[src/rtl/ascon_ctrl.sv]
// Ascon AEAD control FSM: sequences the init, AD, message and finalisation permutations for encrypt or decrypt.
// Latency: LOAD..FIN_END = (PA+2) + A*(PB+2) + (M-1)*(PB+2) + (PA+2) cycles, plus WAIT stalls; DONE follows.
// Backpressure: holds in *_WAIT states until data_valid_i; abort_i returns to IDLE from any busy state.
module ascon_ctrl #(
    parameter int PA_ROUNDS = 12,  // legal 1..12
    parameter int PB_ROUNDS = 6,   // legal 1..PA_ROUNDS
    parameter int CNT_W     = 16
) (
    input  logic             clk_i,
    input  logic             rst_i,
    input  logic             start_i,
    input  logic             decrypt_i,
    input  logic [CNT_W-1:0] ad_blocks_i,
    input  logic [CNT_W-1:0] msg_blocks_i,
    input  logic             abort_i,
    input  logic             data_valid_i,
    input  logic             tag_ok_i,
    output logic             data_req_o,
    output logic             ready_o,
    output logic             busy_o,
    output logic             done_o,
    output logic             load_state_o,
    output logic [3:0]       rnd_idx_o,
    output logic             sel_state_init_o,
    output logic             sel_xor_init_o,
    output logic             sel_xor_ext_o,
    output logic             sel_xor_dom_sep_o,
    output logic             sel_xor_fin_o,
    output logic             sel_xor_tag_o,
    output logic             sel_ct_replace_o,
    output logic             ct_valid_o,
    output logic             tag_valid_o,
    output logic             auth_ok_o,
    output logic             auth_fail_o
);
    typedef enum logic [3:0] {
        S_IDLE, S_LOAD, S_INIT, S_INIT_END,
        S_AD_WAIT, S_AD_PERM, S_AD_END,
        S_MSG_WAIT, S_MSG_PERM, S_MSG_END,
        S_FIN_WAIT, S_FIN_PERM, S_FIN_END, S_DONE
    } state_e;

    localparam logic [3:0] PA_L = 4'(PA_ROUNDS);
    localparam logic [3:0] PB_L = 4'(PB_ROUNDS);

    state_e           state_q, state_d;
    logic [3:0]       rnd_q, rnd_d;       // rounds remaining in the current permutation
    logic [CNT_W-1:0] ad_cnt_q, ad_cnt_d;
    logic [CNT_W-1:0] msg_cnt_q, msg_cnt_d;
    logic             dec_q, dec_d;
    logic             auth_ok_q, auth_ok_d;
    logic             auth_fail_q, auth_fail_d;

    // The round counter starts at N, so it equals N only in the first round.
    logic first_pa, first_pb;
    assign first_pa = (rnd_q == PA_L);
    assign first_pb = (rnd_q == PB_L);

    // After init or an AD block: more AD, else the last (final) message block, else message blocks.
    function automatic state_e route_after_ad(input logic [CNT_W-1:0] ad, input logic [CNT_W-1:0] msg);
        if (ad != '0)
            return S_AD_WAIT;
        else if (msg == CNT_W'(1))
            return S_FIN_WAIT;
        else
            return S_MSG_WAIT;
    endfunction

    // State, counter and verdict registers with synchronous reset.
    always_ff @(posedge clk_i) begin
        if (rst_i) begin
            state_q     <= S_IDLE;
            rnd_q       <= '0;
            ad_cnt_q    <= '0;
            msg_cnt_q   <= '0;
            dec_q       <= 1'b0;
            auth_ok_q   <= 1'b0;
            auth_fail_q <= 1'b0;
        end else begin
            state_q     <= state_d;
            rnd_q       <= rnd_d;
            ad_cnt_q    <= ad_cnt_d;
            msg_cnt_q   <= msg_cnt_d;
            dec_q       <= dec_d;
            auth_ok_q   <= auth_ok_d;
            auth_fail_q <= auth_fail_d;
        end
    end

    // Next-state and counter update; abort overrides everything while busy.
    always_comb begin
        state_d     = state_q;
        rnd_d       = rnd_q;
        ad_cnt_d    = ad_cnt_q;
        msg_cnt_d   = msg_cnt_q;
        dec_d       = dec_q;
        auth_ok_d   = auth_ok_q;
        auth_fail_d = auth_fail_q;
        case (state_q)
            S_IDLE, S_DONE: begin
                if (start_i) begin
                    state_d     = S_LOAD;
                    dec_d       = decrypt_i;
                    ad_cnt_d    = ad_blocks_i;
                    msg_cnt_d   = (msg_blocks_i == '0) ? CNT_W'(1) : msg_blocks_i;
                    auth_ok_d   = 1'b0;
                    auth_fail_d = 1'b0;
                end
            end
            S_LOAD: begin
                rnd_d   = PA_L;
                state_d = S_INIT;
            end
            S_INIT: begin
                rnd_d = rnd_q - 4'd1;
                if (rnd_q == 4'd1) state_d = S_INIT_END;
            end
            S_INIT_END, S_AD_END: state_d = route_after_ad(ad_cnt_q, msg_cnt_q);
            S_AD_WAIT: begin
                rnd_d = PB_L;
                if (data_valid_i) state_d = S_AD_PERM;
            end
            S_AD_PERM: begin
                if (first_pb && (ad_cnt_q != '0)) ad_cnt_d = ad_cnt_q - CNT_W'(1);
                rnd_d = rnd_q - 4'd1;
                if (rnd_q == 4'd1) state_d = S_AD_END;
            end
            S_MSG_WAIT: begin
                rnd_d = PB_L;
                if (data_valid_i) state_d = S_MSG_PERM;
            end
            S_MSG_PERM: begin
                if (first_pb && (msg_cnt_q != '0)) msg_cnt_d = msg_cnt_q - CNT_W'(1);
                rnd_d = rnd_q - 4'd1;
                if (rnd_q == 4'd1) state_d = S_MSG_END;
            end
            S_MSG_END: state_d = (msg_cnt_q == CNT_W'(1)) ? S_FIN_WAIT : S_MSG_WAIT;
            S_FIN_WAIT: begin
                rnd_d = PA_L;
                if (data_valid_i) state_d = S_FIN_PERM;
            end
            S_FIN_PERM: begin
                rnd_d = rnd_q - 4'd1;
                if (rnd_q == 4'd1) state_d = S_FIN_END;
            end
            S_FIN_END: begin
                if (dec_q) begin
                    auth_ok_d   = tag_ok_i;
                    auth_fail_d = !tag_ok_i;
                end
                state_d = S_DONE;
            end
            default: state_d = S_IDLE;
        endcase
        if (abort_i && (state_q != S_IDLE) && (state_q != S_DONE)) begin
            state_d     = S_IDLE;
            auth_ok_d   = 1'b0;
            auth_fail_d = 1'b0;
        end
    end

    // Moore output decode from state, round counter and block counters.
    always_comb begin
        data_req_o        = 1'b0;
        ready_o           = 1'b0;
        done_o            = 1'b0;
        load_state_o      = 1'b0;
        rnd_idx_o         = 4'd0;
        sel_state_init_o  = 1'b0;
        sel_xor_init_o    = 1'b0;
        sel_xor_ext_o     = 1'b0;
        sel_xor_dom_sep_o = 1'b0;
        sel_xor_fin_o     = 1'b0;
        sel_xor_tag_o     = 1'b0;
        sel_ct_replace_o  = 1'b0;
        ct_valid_o        = 1'b0;
        tag_valid_o       = 1'b0;
        case (state_q)
            S_IDLE: ready_o = 1'b1;
            S_DONE: begin
                ready_o = 1'b1;
                done_o  = 1'b1;
            end
            S_INIT: begin
                load_state_o     = 1'b1;
                rnd_idx_o        = 4'd12 - rnd_q;
                sel_state_init_o = first_pa;
            end
            S_INIT_END: begin
                load_state_o      = 1'b1;
                sel_xor_init_o    = 1'b1;
                data_req_o        = 1'b1;
                sel_xor_dom_sep_o = (ad_cnt_q == '0);
            end
            S_AD_PERM: begin
                load_state_o  = 1'b1;
                rnd_idx_o     = 4'd12 - rnd_q;
                sel_xor_ext_o = first_pb;
            end
            S_AD_END: begin
                load_state_o      = 1'b1;
                data_req_o        = 1'b1;
                sel_xor_dom_sep_o = (ad_cnt_q == '0);
            end
            S_MSG_PERM: begin
                load_state_o     = 1'b1;
                rnd_idx_o        = 4'd12 - rnd_q;
                sel_xor_ext_o    = first_pb;
                ct_valid_o       = first_pb;
                sel_ct_replace_o = first_pb && dec_q;
            end
            S_MSG_END: begin
                load_state_o = 1'b1;
                data_req_o   = 1'b1;
            end
            S_FIN_PERM: begin
                load_state_o     = 1'b1;
                rnd_idx_o        = 4'd12 - rnd_q;
                sel_xor_ext_o    = first_pa;
                sel_xor_fin_o    = first_pa;
                ct_valid_o       = first_pa;
                sel_ct_replace_o = first_pa && dec_q;
            end
            S_FIN_END: begin
                load_state_o  = 1'b1;
                sel_xor_tag_o = 1'b1;
                tag_valid_o   = !dec_q;
            end
            default: ;
        endcase
        busy_o      = (state_q != S_IDLE) && (state_q != S_DONE);
        auth_ok_o   = auth_ok_q;
        auth_fail_o = auth_fail_q;
    end
endmodule

[config.mk]
export PLATFORM = sky130hd
export DESIGN_NAME = ascon_ctrl
export DESIGN_NICKNAME = d
export VERILOG_FILES = /design/src/rtl/ascon_ctrl.sv
export SDC_FILE = /design/constraint.sdc
export NUM_CORES = 1
export LEC_CHECK = 0
export BUFFER_PORTS_ARGS = -buffer_cell sky130_fd_sc_hd__buf_4
export CORE_MARGIN = 5
export CORE_UTILIZATION = 28
export CTS_CLUSTER_SIZE = 25
export DETAILED_ROUTE_END_ITERATION = 16
export PLACE_DENSITY = 0.58
export SETUP_SLACK_MARGIN = 0.05
export SLEW_MARGIN = 10
export SYNTH_ARGS = -nofsm -noshare
export SYNTH_HDL_FRONTEND = slang
export SYNTH_SLANG_ARGS = --single-unit
[constraint.sdc]
create_clock -name clk_i -period 2.4 [get_ports clk_i]
set_input_delay 0.48 -clock clk_i [delete_from_list [all_inputs] [get_ports clk_i]]
set_output_delay 0.48 -clock clk_i [all_outputs]
set_load 0.02 [all_outputs]
======== Yosys cells after proc, flatten, opt, wreduce, memory -nomap -nowiden ========
Cells that the tools add are included.
operators by class
  equal/unequal tests ..................... 29
  reduce and logical (&&, ||, !) cells .... 33
  add/subtract/negate cells ............... 4
  multiplexer cells ....................... 38
operators by type and width
  kind                   number
  $mux 16                5
  $pmux 16 s2            2
  $pmux 4 s12            1
  $mux 4                 11
  $logic_not 16->1       2
  $reduce_bool 16->1     2
  $sub 16x1->16 const B  2
  $eq 4x4->1 const B     7
  $eq 4x3->1 const B     5
  $ne 2x2->1 const B     10
  $eq 16x1->1 const B    1
  $mux 1                 13
  $pmux 4 s3             1
  $reduce_or 2->1        6
  $pmux 1 s2             5
  $reduce_and 3->1       3
  $eq 4x1->1 const B     2
  $eq 4x2->1 const B     2
  $reduce_and 8->1       1
  $reduce_or 8->1        1
  $logic_and 1x1->1      7
  $reduce_bool 2->1      3
  $logic_not 4->1        1
  $ne 4x4->1 const B     1
  other kinds (9)        10
storage, ports and cells
  output and inout bits ................... 20
  register bits after elaboration ......... 43
  logic and storage cells ................. 111
  input bits .............................. 39

======== Depth between registers and ports, before layout ========
  depth in word-level cells ............... 4
  depth in mapped cells ................... 9
  depth with buffers taken out ............ 7

======== Worst setup path after synthesis ========
OpenSTA, ideal clock, no wires.
  path kind ............................... reg2out
  from .................................... register state_q[1]
  to ...................................... output sel_xor_ext_o
  setup slack ............................. -0.188 ns
  required time ........................... 1.920 ns
  cell stages (with the launch flop) ...... 7
  arrival time ............................ 2.108 ns
  path buffers ............................ 3
  path through ............................ dfxtp_1 > clkbuf_1 > or4b_2 > clkbuf_1 > buf_1 > o22ai_1 > a21o_1
between the ends
  cells in the longest elaborated chain, start to end .. 3
  elaborated cells between the ends (all ways) .. 5
  those cells by class .................... eq/ne (3); mux (1); reduce/logical (1)
RTL lines
  element                                   line  source
  start, declared                           46    state_e state_q, state_d;
  start signal, assigned                    80    state_q <= state_d;
  $eq 4x4->1 or $eq 4x3->1 (tied branches)  178   case (state_q)
  $reduce_or 2->1 (no source line)          n/a
  $pmux 1 s2 *                              178
  end, declared                             26    output logic sel_xor_ext_o,
Mark *: on every way between the ends. The rest lies on a longest branch, timed or not.

======== Final worst setup path ========
  from .................................... register rnd_q[0]
  to ...................................... output sel_ct_replace_o
between the ends
  cells in the longest elaborated chain, start to end .. 3
  elaborated cells between the ends (all ways) .. 5
  those cells by class .................... eq/ne (2); mux (1); reduce/logical (2)
RTL lines
  element                                      line      source
  start, declared                              47        logic [3:0] rnd_q, rnd_d;
  start signal, assigned                       81        rnd_q <= rnd_d;
  $eq 4x4->1 or $eq 4x3->1 (tied branches)     56, 57
  $logic_and 1x1->1, on equally long branches  222, 210
  $pmux 1 s2 *                                 178
  end, declared                                30        output logic sel_ct_replace_o,
Marked as above.

==> metrics.md <==
| Metric | Value |
|---|---|
| Placed insts | `683` |
| Final Hold Viols | `0` |
| Crit path DAT | `1770 ps` |
| Drt first-iter violations | `253` |
| GP Congestion | `0.909` |
| Post-cts hold buffer count | `0` |
| Fill count | `1,258` |
| Final Cell Area | `4430 um2` |
| Worst r2r src | `ad_cnt_q[1]` |
| Yosys reg bits | `43` |
| Sequential area share after synthesis | `25.4%` |
| Die span in y | `120 um` |
| Xor/xnor cell area share of the yosys netlist | `1.03%` |
| Static Leakage | `0.00173 uW` |
| Crit share post-route | `93.8%` |
| Clock root cell | `clkbuf_16` |
| Crit path depth | `7` |
| Number of global-route vias before repair | `3,620` |
| Startpoint class of the critical path | `flip-flop` |
| Warnings from Yosys | `0` |
| Transition time of the tightest slew-check pin | `555 ps` |
| Status | `finished clean` |
| Later-pin clock latency in the skew report | `280 ps` |
| Detail Route Antenna Nets | `0` |
| DR WL/cell | `15.7 um` |
| First-pass GRT wire length | `18,000 um` |
| Ys async rst share | `0%` |
| First drt pass iteration count | `5` |
| Critical path's largest stage delay | `360 ps` |
| F_max | `444 MHz` |
| I/O Pins | `59` |
| # DRC | `0` |
| Hold crit path type | `input port to flip-flop` |
| Syn-to-layout area delta | `30.4%` |
| Inserted Diodes | `0` |
| Hold path depth | `3` |
| Vias | `3,879` |
| Simple-Gate Fraction of Synth Area | `30.5%` |
| DP HPWL | `8000 um` |
| Final Hold Slack | `448 ps` |
| Placement Setup Slack | `83.8 ps` |
| Clock Path Buffers | `2` |
| Final WL | `10,900 um` |
| Max Clock Skew | `11.3 ps` |
| Starting Density | `28.4%` |
| Dpl cell area | `4130 um2` |
| Syn_nets | `530` |
| Final Net Count | `594` |
| Netlist cell types | `65` |
| Initial antenna violation count | `0` |
| Unrepaired setup endpoints after global routing | `true` |
| Headroom to the max-slew limit | `62.7%` |
| Cell taking the most area after synthesis | `dfxtp_1` |
| Tot Pwr | `4030 uW` |
| Row count | `40` |
| Slew Limit Fails | `0` |
| CTS buffer count | `5` |
| R2r setup slk | `240 ps` |
| H-Tree Depth | `2` |
| Avg Vias per Cell | `5.57` |
| Final Setup Violations | `0` |
| Max-Cap Viols | `0` |
| Crit path cell chain | `inv_2 > buf_4 > ha_1 > and3b_1 > nand2_1 > a21oi_2 > buf_4` |
| Die ar. | `14,400 um2` |
| Synth top area share | `25.4%` |
| Post-synthesis adder-cell area fraction | `2.88%` |
| Port Buf Inserts | `58` |
| GRT Residual Overflow | `0` |
| Crit path launch | `rnd_q[0]` |
| Core outline area | `12,000 um2` |
| Top FF cell, synth | `dfxtp_1` |
| Die width | `120 um` |
| Post-synthesis compound-gate area fraction | `33.3%` |
| Main combinational cell family by area after synthesis | `compound AO/OA/AOI/OAI gates` |
| Reg2reg end | `ad_cnt_q[14]` |
| Clock transition at path regs | `70 ps` |
| Crit path capture type | `primary output` |
| Top cells by count, synth | `56 x a21oi_1, 49 x nand2_1, 43 x dfxtp_1, 41 x nor2_1, 39 x o21ai_0` |
| Final cell count without fillers | `696` |
| Crit-path max FO | `6` |
| Power Density | `911 nW/um2` |
| CP endpoint | `sel_ct_replace_o` |
| Cells after synthesis | `484` |
| Largest net degree at the start of global routing | `42` |
| Synthesized cell area | `3390 um2` |
| Critical Path RT | `1920 ps` |
| Mean Syn Cell Area | `7.01 um2` |
| Number of flops mapped to enable cells by yosys | `0` |
| Delay-heaviest family, CP | `simple AND/OR/NAND/NOR gates` |
| Most frequent cell on the critical path | `buf_4` |
| Final WS setup | `148 ps` |
| CP max-delay cell | `dfxtp_4` |
| Worst VDD drop | `0.320 mV` |
| Share of cells above drive strength 1 | `23.5%` |
| Num Clock Sinks | `43` |
| Synth top area cells | `dfxtp_1 25%, a21oi_1 8.3%, o21ai_0 5.8%` |
| Bufs and invs on worst path | `3` |
| WS Path Type | `flip-flop to primary output` |
| GRT Total Usage | `14.7%` |
| Min Tclk post-route | `2250 ps` |
| Top-count cell post-synth | `a21oi_1` |
| CTS tree | `built` |
| Multiplexer share of the synthesized area | `0.885%` |
| Worst R2R Path Depth | `7` |
==> kinds of logic after synthesis <==
family | count (synthesis)
XOR/XNOR | 4
adder cells (fa/ha/maj) | 8
AND/OR/NAND/NOR | 193
buffers and inverters | 53
AO/OA/AOI/OAI | 180
flip-flops | 43
multiplexers | 3
==> worst min-delay path: cells and delay by family <==
kind	cells	cell delay, ps
buffers and inverters	1	80
and+or+nand+nor	1	80
muxes	1	50
==> layout make-up <==
class	count	area [um2]	area share, %
tap	147	184	4.16
clock inverter	2	60.1	1.36
clock buffer	6	129	2.91
multi-input combinational	388	2400	54.3
sequential	43	868	19.6
inverter	14	52.6	1.19
timing repair buffer	96	728	16.5
==> what timing repair did <==
item / in CTS / in global routing
setup endpoints to repair: 2 / 12
pin swaps: 1 / 2
gates resized for setup: 2 / 19
buffers inserted: 0 / 5
==> sequential cells by signal, summed over array words and instances, names as in the netlist <==
signal / cells
ad_cnt_q: 16
auth_fail_o: 1
auth_ok_o: 1
dec_q: 1
msg_cnt_q: 16
rnd_q: 4
state_q: 4
==> worst min-delay path by stage <==
stage	slack (ps)	end	start
after floorplan	460	msg_cnt_q[15]	msg_cnt_q[15]
after global placement	470	msg_cnt_q[11]	msg_cnt_q[11]
after detailed placement	480	msg_cnt_q[15]	msg_cnt_q[15]
after CTS	450	dec_q	decrypt_i
after global routing	460	dec_q	decrypt_i
final	450	dec_q	decrypt_i
==> per-stage QoR <==
stage          util (%)  setup TNS (ps)
2_1_floorplan         -           -28.1
3_3_place_gp       34.5               0
3_5_place_dp       34.5               0
4_1_cts            36.2               0
5_1_grt            37.0               0
6_report           37.0               0
==> placed cells by master, fill, tap and decap left out, drive strengths merged, types with 4 or more instances in the layout <==
cell type and instances:
a211oi 5, a21o 9, a21oi 56, a31oi 8
and2 6, buf 96, clkbuf 6, dfxtp 43
ha 7, inv 14, nand2 49, nand2b 4
nand3 19, nand4 7, nor2 41, nor2b 5
nor3 15, nor3b 6, nor4 12, nor4b 7
o211ai 5, o21a 4, o21ai 45, o22ai 4
o311ai 5, o31a 4, o31ai 12
==> layer usage <==
layer	global-route usage, %	part of all wire [%]
met3	2.21	5.5
met4	2.51	0.59
met5	0	0
met2	25.1	49
met1	19.9	45
==> where the power goes <==
group,internal (uW),switching [uW]
combinational,892,1200
clock,598,298
sequential,864,186
No activity file was read; power rests on OpenSTA's default activity.
